`src/rtl/surv_arb_pkg.sv`:
```
// Shared types and constants for the survivor-memory write arbiter.
// Optional feature macro used by the arbiter: SURV_ARB_ID_CHECK_EN.
package surv_arb_pkg;

    localparam int N_REQ = 8;
    localparam int W     = 15;
    localparam int ID_W  = 3;

    typedef logic [2:0]      lane_idx_t;
    typedef logic [ID_W-1:0] data_id_t;

    // Lane word layout, MSB first; addresses are 2 bits, decision bits 1 bit.
    typedef struct packed {
        data_id_t   data_id;
        logic [1:0] addr_4;
        logic       dec_bit_4;
        logic [1:0] addr_3;
        logic       dec_bit_3;
        logic [1:0] addr_2;
        logic       dec_bit_2;
        logic [1:0] addr_1;
        logic       dec_bit_1;
    } lane_word_t;

    // Pulls the data_id field out of a raw lane word.
    function automatic data_id_t data_id_of(input logic [W-1:0] word);
        return word[W-1:W-ID_W];
    endfunction

endpackage

```
`src/rtl/surv_wr_arbiter_rr_pick8.sv`:
```
// Combinational 8-way rotating-priority picker: the search starts at ptr
// and wraps, returning the first set bit of eligible as one-hot and index.
module rr_pick8
    import surv_arb_pkg::*;
(
    input  logic [7:0] eligible,
    input  lane_idx_t  ptr,
    output logic [7:0] grant,
    output lane_idx_t  index,
    output logic       any
);

    // First eligible lane at or after ptr, modulo 8.
    always_comb begin
        // NOTE: every output gets a default first so no path leaves a latch.
        grant = 8'h00;
        index = '0;
        any   = 1'b0;
        for (int k = 0; k < 8; k++) begin
            lane_idx_t cand;
            cand = ptr + lane_idx_t'(k);
            if (!any && eligible[cand]) begin
                any         = 1'b1;
                index       = cand;
                grant[cand] = 1'b1;
            end
        end
    end

endmodule

```
`src/rtl/surv_wr_arbiter.sv`:
```
// Round-robin write arbiter: serialises eight ACS-lane words into one
// registered stream toward shift_mem and tracks per-stage completion.
// Optional: define SURV_ARB_ID_CHECK_EN to gate lanes on data_id == cur_id
// and flag illegal data_ids on id_err; otherwise data_id is ignored.
module surv_wr_arbiter
    import surv_arb_pkg::*;
(
    input  logic               clk,
    input  logic               rst,
    input  logic [N_REQ-1:0]   req_valid,
    input  logic [N_REQ*W-1:0] req_data,
    output logic [N_REQ-1:0]   req_ready,
    output logic               mem_valid,
    input  logic               mem_ready,
    output logic [W-1:0]       mem_data,
    output lane_idx_t          mem_src,
    output data_id_t           cur_id,
    output logic               stage_done,
    output logic               id_err
);

    lane_word_t       words [N_REQ];
    logic [N_REQ-1:0] served;
    lane_idx_t        rr_ptr;
    logic [N_REQ-1:0] id_ok;
    logic [N_REQ-1:0] eligible;
    logic [N_REQ-1:0] pick_oh;
    lane_idx_t        pick_idx;
    logic             pick_any;
    logic             slot_free;
    logic             stage_full;

    // Unpack the flat lane bus into typed words.
    always_comb begin
        for (int i = 0; i < N_REQ; i++) begin
            words[i] = lane_word_t'(req_data[i*W +: W]);
        end
    end

`ifdef SURV_ARB_ID_CHECK_EN
    logic [N_REQ-1:0] id_bad;
    data_id_t         next_id;

    assign next_id = cur_id + data_id_t'(1);

    // A lane is usable only for the current stage; the next stage waits
    // quietly, anything else is an error.
    always_comb begin
        id_ok  = '0;
        id_bad = '0;
        for (int i = 0; i < N_REQ; i++) begin
            id_ok[i]  = (words[i].data_id == cur_id);
            id_bad[i] = req_valid[i] && (words[i].data_id != cur_id)
                                     && (words[i].data_id != next_id);
        end
    end

    // Error pulse follows the cycle in which the bad id was seen.
    always_ff @(posedge clk or posedge rst) begin
        if (rst) begin
            id_err <= 1'b0;
        end else begin
            id_err <= |id_bad;
        end
    end
`else
    assign id_ok  = '1;
    assign id_err = 1'b0;
`endif

    assign slot_free  = !mem_valid || mem_ready;
    assign stage_full = (served == 8'hFF);
    assign stage_done = stage_full;
    assign eligible   = slot_free ? (req_valid & ~served & id_ok) : '0;

    rr_pick8 u_pick (
        .eligible (eligible),
        .ptr      (rr_ptr),
        .grant    (pick_oh),
        .index    (pick_idx),
        .any      (pick_any)
    );

    assign req_ready = pick_oh;

    // Output register, round-robin pointer and stage bookkeeping.
    always_ff @(posedge clk or posedge rst) begin
        if (rst) begin
            // NOTE: sequential state uses <= so every flop samples pre-edge values.
            mem_valid <= 1'b0;
            mem_data  <= '0;
            mem_src   <= '0;
            rr_ptr    <= '0;
            served    <= '0;
            cur_id    <= '0;
        end else begin
            if (pick_any) begin
                mem_valid <= 1'b1;
                mem_data  <= words[pick_idx];
                mem_src   <= pick_idx;
                rr_ptr    <= pick_idx + lane_idx_t'(1);
            end else if (mem_ready) begin
                mem_valid <= 1'b0;
            end

            if (stage_full) begin
                served <= '0;
                cur_id <= cur_id + data_id_t'(1);
            end else if (pick_any) begin
                served <= served | pick_oh;
            end
        end
    end

endmodule

```
`config.mk`:
```
export PLATFORM = sky130hd
export DESIGN_NAME = surv_wr_arbiter
export DESIGN_NICKNAME = d
export VERILOG_FILES = /design/src/rtl/surv_arb_pkg.sv /design/src/rtl/surv_wr_arbiter_rr_pick8.sv /design/src/rtl/surv_wr_arbiter.sv
export SDC_FILE = /design/constraint.sdc
export NUM_CORES = 1
export LEC_CHECK = 0
export CAP_MARGIN = 20
export CORE_MARGIN = 10
export CORE_UTILIZATION = 46
export DETAILED_ROUTE_END_ITERATION = 7
export MAX_ROUTING_LAYER = met4
export PLACE_DENSITY_LB_ADDON = 0.08
export SYNTH_ARGS = -nofsm -noshare
export SYNTH_HDL_FRONTEND = slang
export SYNTH_SLANG_ARGS = --single-unit
```
`constraint.sdc`:
```
create_clock -name clk -period 13.75 [get_ports clk]
set_input_delay 3.4375 -clock clk [delete_from_list [all_inputs] [get_ports clk]]
set_output_delay 3.4375 -clock clk [all_outputs]
set_load 0.005 [all_outputs]
```
=== Word-level counts from Yosys, hierarchy flattened ===
Cells that the tools add are included.

* Register bits: 33
* Input bits: 131
* Output and inout port bits: 32

* $add $sub $neg: 9
* Magnitude comparators: 17
* Eq/ne operators: 1
* Mux-type cells: 64
* Bitwise gates (word level): 11
* Reductions and logical operators: 26

{| class="wikitable"
|+ Operators by type and width
! kind !! number
|-
| 8-bit 2-to-1 mux || 11
|-
| 8-bit bitwise OR || 8
|-
| 15-bit binary-select mux with 3-bit select || 1
|-
| 3-bit by 4-bit less-than comparator with 1-bit output (second input constant) || 8
|-
| 15-bit 2-to-1 mux || 2
|-
| 1-bit 2-to-1 mux || 26
|-
| 1-bit binary-select mux with 3-bit select || 8
|-
| 1-bit demux with 3-bit select || 8
|-
| 3-bit by 1-bit >= comparator with 1-bit output (second input constant) || 8
|-
| 3-bit 2-to-1 mux || 8
|-
| 1-bit logical AND || 15
|-
| 3-bit adder (second input constant) || 4
|-
| 3-bit by 1-bit adder with 3-bit output (second input constant) || 3
|-
| 8-bit bitwise AND || 1
|-
| 8-bit equality test (second input constant) || 1
|-
| 1-bit logical NOT || 8
|-
| 8-bit inverter || 1
|-
| 3-bit by 2-bit adder with 3-bit output (second input constant) || 2
|-
| 4-bit >= comparator (second input constant) || 1
|-
| 3-bit inverter with 4-bit output || 1
|-
| 2-bit nonzero test || 2
|-
| 1-bit logical OR || 1
|}

=== Longest topological paths before layout ===
* Depth after elaboration: 31
* Depth in mapped cells: 18

=== Hierarchy ===
From an unflattened synthesis, not the netlist that was laid out.

* Cells, all modules: 332
* Area total of the unflattened synthesis: 3360.7 µm²

{| class="wikitable"
|+ Modules (own cells, without submodules)
! module !! times used !! cells an instance !! area an instance (µm²) !! sequential area each (µm²)
|-
| surv_wr_arbiter || 1 || 180 || 2147.1 || 825.8
|-
| rr_pick8 || 1 || 152 || 1213.7 || 0.0
|}

=== Worst setup path before layout ===
Ideal clock, no wire load.

* Kind: in2out
* Start point: in req_valid[1]
* End point: out req_ready[6]
* Data arrival time: 5699 ps
* Required time: 10312 ps
* Path slack: 4613 ps
* Stages: 10
* Path buffers: 0
* Cell sequence: nor2b_1 mux4_2 and2_1 or2_4 a21oi_4 o21bai_4 or3_1 o21ai_1 a32oi_1 a21oi_1

* Longest elaborated chain between the ends: 26
* Elaborated cells on any way between the ends: 54

{| class="wikitable"
|+ RTL lines
! item !! RTL line !! source
|-
| start, declared || surv_wr_arbiter.sv:10 || <nowiki>input logic [N_REQ-1:0] req_valid,</nowiki>
|-
| 8-bit bitwise AND * || surv_wr_arbiter.sv:74 || <nowiki>assign eligible = slot_free ? (req_valid & ~served & id_ok) : '0;</nowiki>
|-
| 8-bit 2-to-1 mux * || surv_wr_arbiter.sv:74 ||
|-
| 1-bit binary-select mux with 3-bit select || surv_wr_arbiter_rr_pick8.sv:22 || <nowiki>if (!any && eligible[cand]) begin</nowiki>
|-
| 1-bit 2-to-1 mux (not written as such) || surv_wr_arbiter_rr_pick8.sv:22 ||
|-
| 1-bit 2-to-1 mux || surv_wr_arbiter_rr_pick8.sv:22 ||
|-
| 1-bit logical NOT || surv_wr_arbiter_rr_pick8.sv:22 ||
|-
| 1-bit logical AND || surv_wr_arbiter_rr_pick8.sv:22 ||
|-
| 1-bit 2-to-1 mux || surv_wr_arbiter_rr_pick8.sv:22 ||
|-
| [10 not listed] || -- ||
|-
| 1-bit logical AND || surv_wr_arbiter_rr_pick8.sv:22 ||
|-
| 1-bit 2-to-1 mux || surv_wr_arbiter_rr_pick8.sv:22 ||
|-
| 1-bit logical NOT || surv_wr_arbiter_rr_pick8.sv:22 ||
|-
| 1-bit logical AND || surv_wr_arbiter_rr_pick8.sv:22 ||
|-
| 1-bit 2-to-1 mux || surv_wr_arbiter_rr_pick8.sv:22 ||
|-
| 1-bit logical NOT || surv_wr_arbiter_rr_pick8.sv:22 ||
|-
| 1-bit logical AND || surv_wr_arbiter_rr_pick8.sv:22 ||
|-
| 8-bit 2-to-1 mux * || surv_wr_arbiter_rr_pick8.sv:22 ||
|-
| end, declared || surv_wr_arbiter.sv:12 || <nowiki>output logic [N_REQ-1:0] req_ready,</nowiki>
|}

Mark *: on every way between the ends. The rest lies on a longest branch, timed or not. The select of a mux whose other input is x is not followed.

=== Worst setup path in the final report ===
* Start point: in mem_ready
* End point: out req_ready[7]

* Longest elaborated chain between the ends: 26
* Elaborated cells on any way between the ends: 54

{| class="wikitable"
|+ RTL lines
! item !! RTL line !! source
|-
| start, declared || surv_wr_arbiter.sv:14 || <nowiki>input logic mem_ready,</nowiki>
|-
| 1-bit logical OR * || surv_wr_arbiter.sv:71 || <nowiki>assign slot_free = !mem_valid || mem_ready;</nowiki>
|-
| 8-bit 2-to-1 mux * || surv_wr_arbiter.sv:74 ||
|-
| 1-bit binary-select mux with 3-bit select || surv_wr_arbiter_rr_pick8.sv:22 ||
|-
| 1-bit 2-to-1 mux (not written as such) || surv_wr_arbiter_rr_pick8.sv:22 ||
|-
| 1-bit 2-to-1 mux || surv_wr_arbiter_rr_pick8.sv:22 ||
|-
| 1-bit logical NOT || surv_wr_arbiter_rr_pick8.sv:22 ||
|-
| 1-bit logical AND || surv_wr_arbiter_rr_pick8.sv:22 ||
|-
| 1-bit 2-to-1 mux || surv_wr_arbiter_rr_pick8.sv:22 ||
|-
| [10 not listed] || -- ||
|-
| 1-bit logical AND || surv_wr_arbiter_rr_pick8.sv:22 ||
|-
| 1-bit 2-to-1 mux || surv_wr_arbiter_rr_pick8.sv:22 ||
|-
| 1-bit logical NOT || surv_wr_arbiter_rr_pick8.sv:22 ||
|-
| 1-bit logical AND || surv_wr_arbiter_rr_pick8.sv:22 ||
|-
| 1-bit 2-to-1 mux || surv_wr_arbiter_rr_pick8.sv:22 ||
|-
| 1-bit logical NOT || surv_wr_arbiter_rr_pick8.sv:22 ||
|-
| 1-bit logical AND || surv_wr_arbiter_rr_pick8.sv:22 ||
|-
| 8-bit 2-to-1 mux * || surv_wr_arbiter_rr_pick8.sv:22 ||
|}

Marks and branches as above.

==> impl_results.md <==
* Status: finished clean
* Postcts setup bufs at 0
* Unique masters post-synth at 68
* Worst EP required at approximately 10 ns
* CP Cell Sequence: clkdlybuf4s50_1, nand2b_1, nand3_1, nand4_1, mux2i_1, nand2_1, o21bai_4, or3_1, o21ai_1, a32oi_1, a21oi_1, clkdlybuf4s50_1
* Final wirelength at ~13 mm
* Overflow after GRT at 0
* Via Count at 3663
* Total power divided by cell area at between 300 and 400 mW/mm^2
* Fin. max-slew vios at 0
* Antenna Nets Post-Route at 0
* Die Y-Extent at 108 um
* Row count at 32
* DR pass1 iterations at 5
* HP Start: mem_src[2]
* Mean routed wirelength per cell at ~21 um
* Ant. Diodes at 0
* Die ar. at 0.0117 sq mm
* Clock Skew at between 0.006 and 0.007 ns
* Area leader, netlist: dfrtp_1
* Post-route minimum period at around 11 ns
* XOR/XNOR Fraction of Synth Area at less than 1%
* Number of clock sinks at 33
* Worst slew pin tran at ~1 ns
* CP Buf/Inv Count at 2
* Pleak at 2.09 nW
* Total CTS buffers at 5
* Hold WC Path Type: flip-flop to flip-flop
* CP startpoint kind: input pin
* Area Overhead vs Synth at 46.7%
* Max stage delay on crit path at around 0.53 ns
* Main flop type after synthesis: dfrtp_1
* Initial antenna violation count at 0
* Fill count at 600
* Mux share of post-synthesis cell area at 23.9%
* CP Launch Point: mem_ready
* Cell internal pwr at slightly below 900 uW
* Synth top area cells: dfrtp_1, mux2i_1, mux2_2
* Clk_lat worst skew at 0.28 ns
* TNS Setup at 0 ns
* Count leader, synth: mux2i_1
* Relative max-transition margin at 33.0%
* Post-Syn Area at 0.00358 sq mm
* Vias per inst at approximately 6
* Sequential share of power at 12.6%
* DRC at 0
* Syn Inst Count at about 370
* Post-synthesis simple-gate area fraction at 14.5%
* # H-tree levels at 2
* Top Ports at between 150 and 200
* Initial core utilization at 46.9%
* Final hold vios at 0
* Max-Cap Viols at 0
* Final setup viols at 0
* Synth cell count leaders: mux2i_1, dfrtp_1, nand2_1
* GP Congestion at 0.878
* Yosys reg bits at 33
* Clock root buffer: clkbuf_8
* Largest net degree at the start of global routing at 64
* Post-synth EDFFs at 0
* Maximum fanout along the worst path at 22
* Syn Area/Cell at 9.58 sq um
* Share of layout cells above drive strength 1 at 12.8%
* Register area share after synthesis at 23.0%
* Vias in the first global route at 3973
* Die X at 108 um
* RR Startpoint: rr_ptr[0]
* Area share of the leading cell type in the synthesized netlist at a little under a quarter
* Unrepaired setup endpoints after global routing: no
* Largest family of logic cells by synthesized area: compound AO/OA/AOI/OAI gates
* Yosys warnings at 0
* First-pass GRT wire length at 20.4 mm
* P_sw at 852 uW
* Worst Setup End Kind: output port
* Synthesized net count at ~510
* Fraction of synthesis flops using an asynchronous set or reset pin at between 90% and 100%
* Clock tree buffer depth at 2
* Slowest-stage cell, CP: clkdlybuf4s50_1
* Clk network pwr share at 4.2%
* Period Utilization, post-route at 77.1%
* Final HPWL DP at 11.0 mm
* Max Clk Rate at 94.3 MHz
* Tot GR Track Use at 22.4%
* Tot Pwr at 1.72 mW
* Crit-path leading delay family: simple AND/OR/NAND/NOR gates
* Critical Path Most Common Cell: clkdlybuf4s50_1
* Layout Nets at 660
* CTS Hold Bufs at 0
* Buffers on Ports at 161
* Crit Path Category: input pin to output port
* Clock transition at path regs at 0.07 ns
* Synth Area in Compound Gates at 28.9%
* Worst Path Arrival at around 7 ns
* Post-synthesis adder-cell area fraction at 2.79%
* Part of the power in combinational logic at 83.3%
* Max VDD drop at roughly 220 uV
* Core area at 0.00765 sq mm
* CTS tree: done
* Switching share of total power at 49.6%
* DRT iter0 DRCs at between 150 and 200
* Cts repair resizes at 0
-- layout make-up --
class	instances	area (sq um)	area share, %
Clock buffer	5	68.8	1.31
Clock inverter	3	17.5	0.333
Inverter	10	37.5	0.714
Multi-Input combinational cell	309	2560	48.7
Sequential cell	33	826	15.7
Tap cell	102	128	2.43
Timing Repair Buffer	162	1620	30.8
-- kinds of logic after synthesis --
family                   after synthesis
AO/OA/AOI/OAI                        118
XOR/XNOR                               4
adder cells (fa/ha/maj)                8
buffers and inverters                 32
flip-flops                            33
multiplexers                          78
other                                  1
AND/OR/NAND/NOR                      100
-- power by group through the flow --
stage	Clock (mW)	Sequential [mW]	Combinational (mW)
floorplan	0	0.199	1.14
global placement	0	0.214	1.40
detailed placement	0	0.216	1.43
CTS	0.0731	0.214	1.44
global route	0.0768	0.222	1.55
finish	0.0716	0.216	1.43
-- state kept, by name (all words and copies together), names as in the netlist --
| signal | cells |
|---|---|
| served | 8 |
| mem_src | 3 |
| mem_valid | 1 |
| rr_ptr | 3 |
| mem_data | 15 |
| cur_id | 3 |
-- through the flow --
stage / util [%] / setup WS (ns) / hold slack [ns] / std cells / instance area [sq um]
3_5_place_dp: 67.7 / 3.20 / 0.470 / 616 / 5170
2_1_floorplan: - / 4.61 / 0.468 / 374 / 3580
3_3_place_gp: 67.7 / 3.29 / 0.461 / 616 / 5170
5_1_grt: 68.8 / 2.83 / 0.500 / 624 / 5260
4_1_cts: 68.8 / 3.18 / 0.486 / 624 / 5260
6_report: 68.8 / 3.15 / 0.481 / 624 / 5260
-- metal layers --
metal / wire length [um] / share of wire [%] / track usage, % / vias to the layer above
li1: - / - / - / 1753
met1: 4990 / 38 / 23.5 / 1733
met2: 7050 / 53 / 40.0 / 155
met3: 871 / 6.6 / 5.95 / 22
met4: 286 / 2.2 / 7.06 / 0
met5: 0 / 0 / - / -
-- path summary, 6_finish.rpt --
check / to / slack, ns / cells past startpoint
max: req_ready[7] / 3.15 / 12
min: mem_src[2] / 0.48 / 1
max reg2reg: mem_data[2] / 8.40 / 13
min reg2reg: mem_src[2] / 0.48 / 1
max in group asynchronous: mem_data[13] / 9.88 / 3
min in group asynchronous: served[4] / 3.55 / 3
-- placed cells by master, fill, tap and decap left out, drive strengths merged, types with 2 or more instances in the layout --
cell type,netlist,layout
a32oi,4,4
mux2,22,22
dfrtp,33,33
nor3,9,9
a221o,3,3
clkinv,0,2
a211o,2,2
clkbuf,5,5
o21ai,9,9
nand3,12,12
or3,3,3
nor2b,16,16
o2bb2ai,2,2
mux4,4,4
a21o,4,4
ha,8,8
clkdlybuf4s50,0,161
nand2b,5,5
a21boi,4,4
nand2,29,29
inv,10,10
mux2i,52,52
o21a,2,2
nor2,13,13
o22ai,16,16
xnor2,3,3
a21oi,12,12
and2,3,3
a222oi,4,4
a211oi,17,17
o32a,2,2
nand4,4,4
a22o,16,16
o221ai,2,2
o22a,7,7
Power figures use the tool's default switching activity.
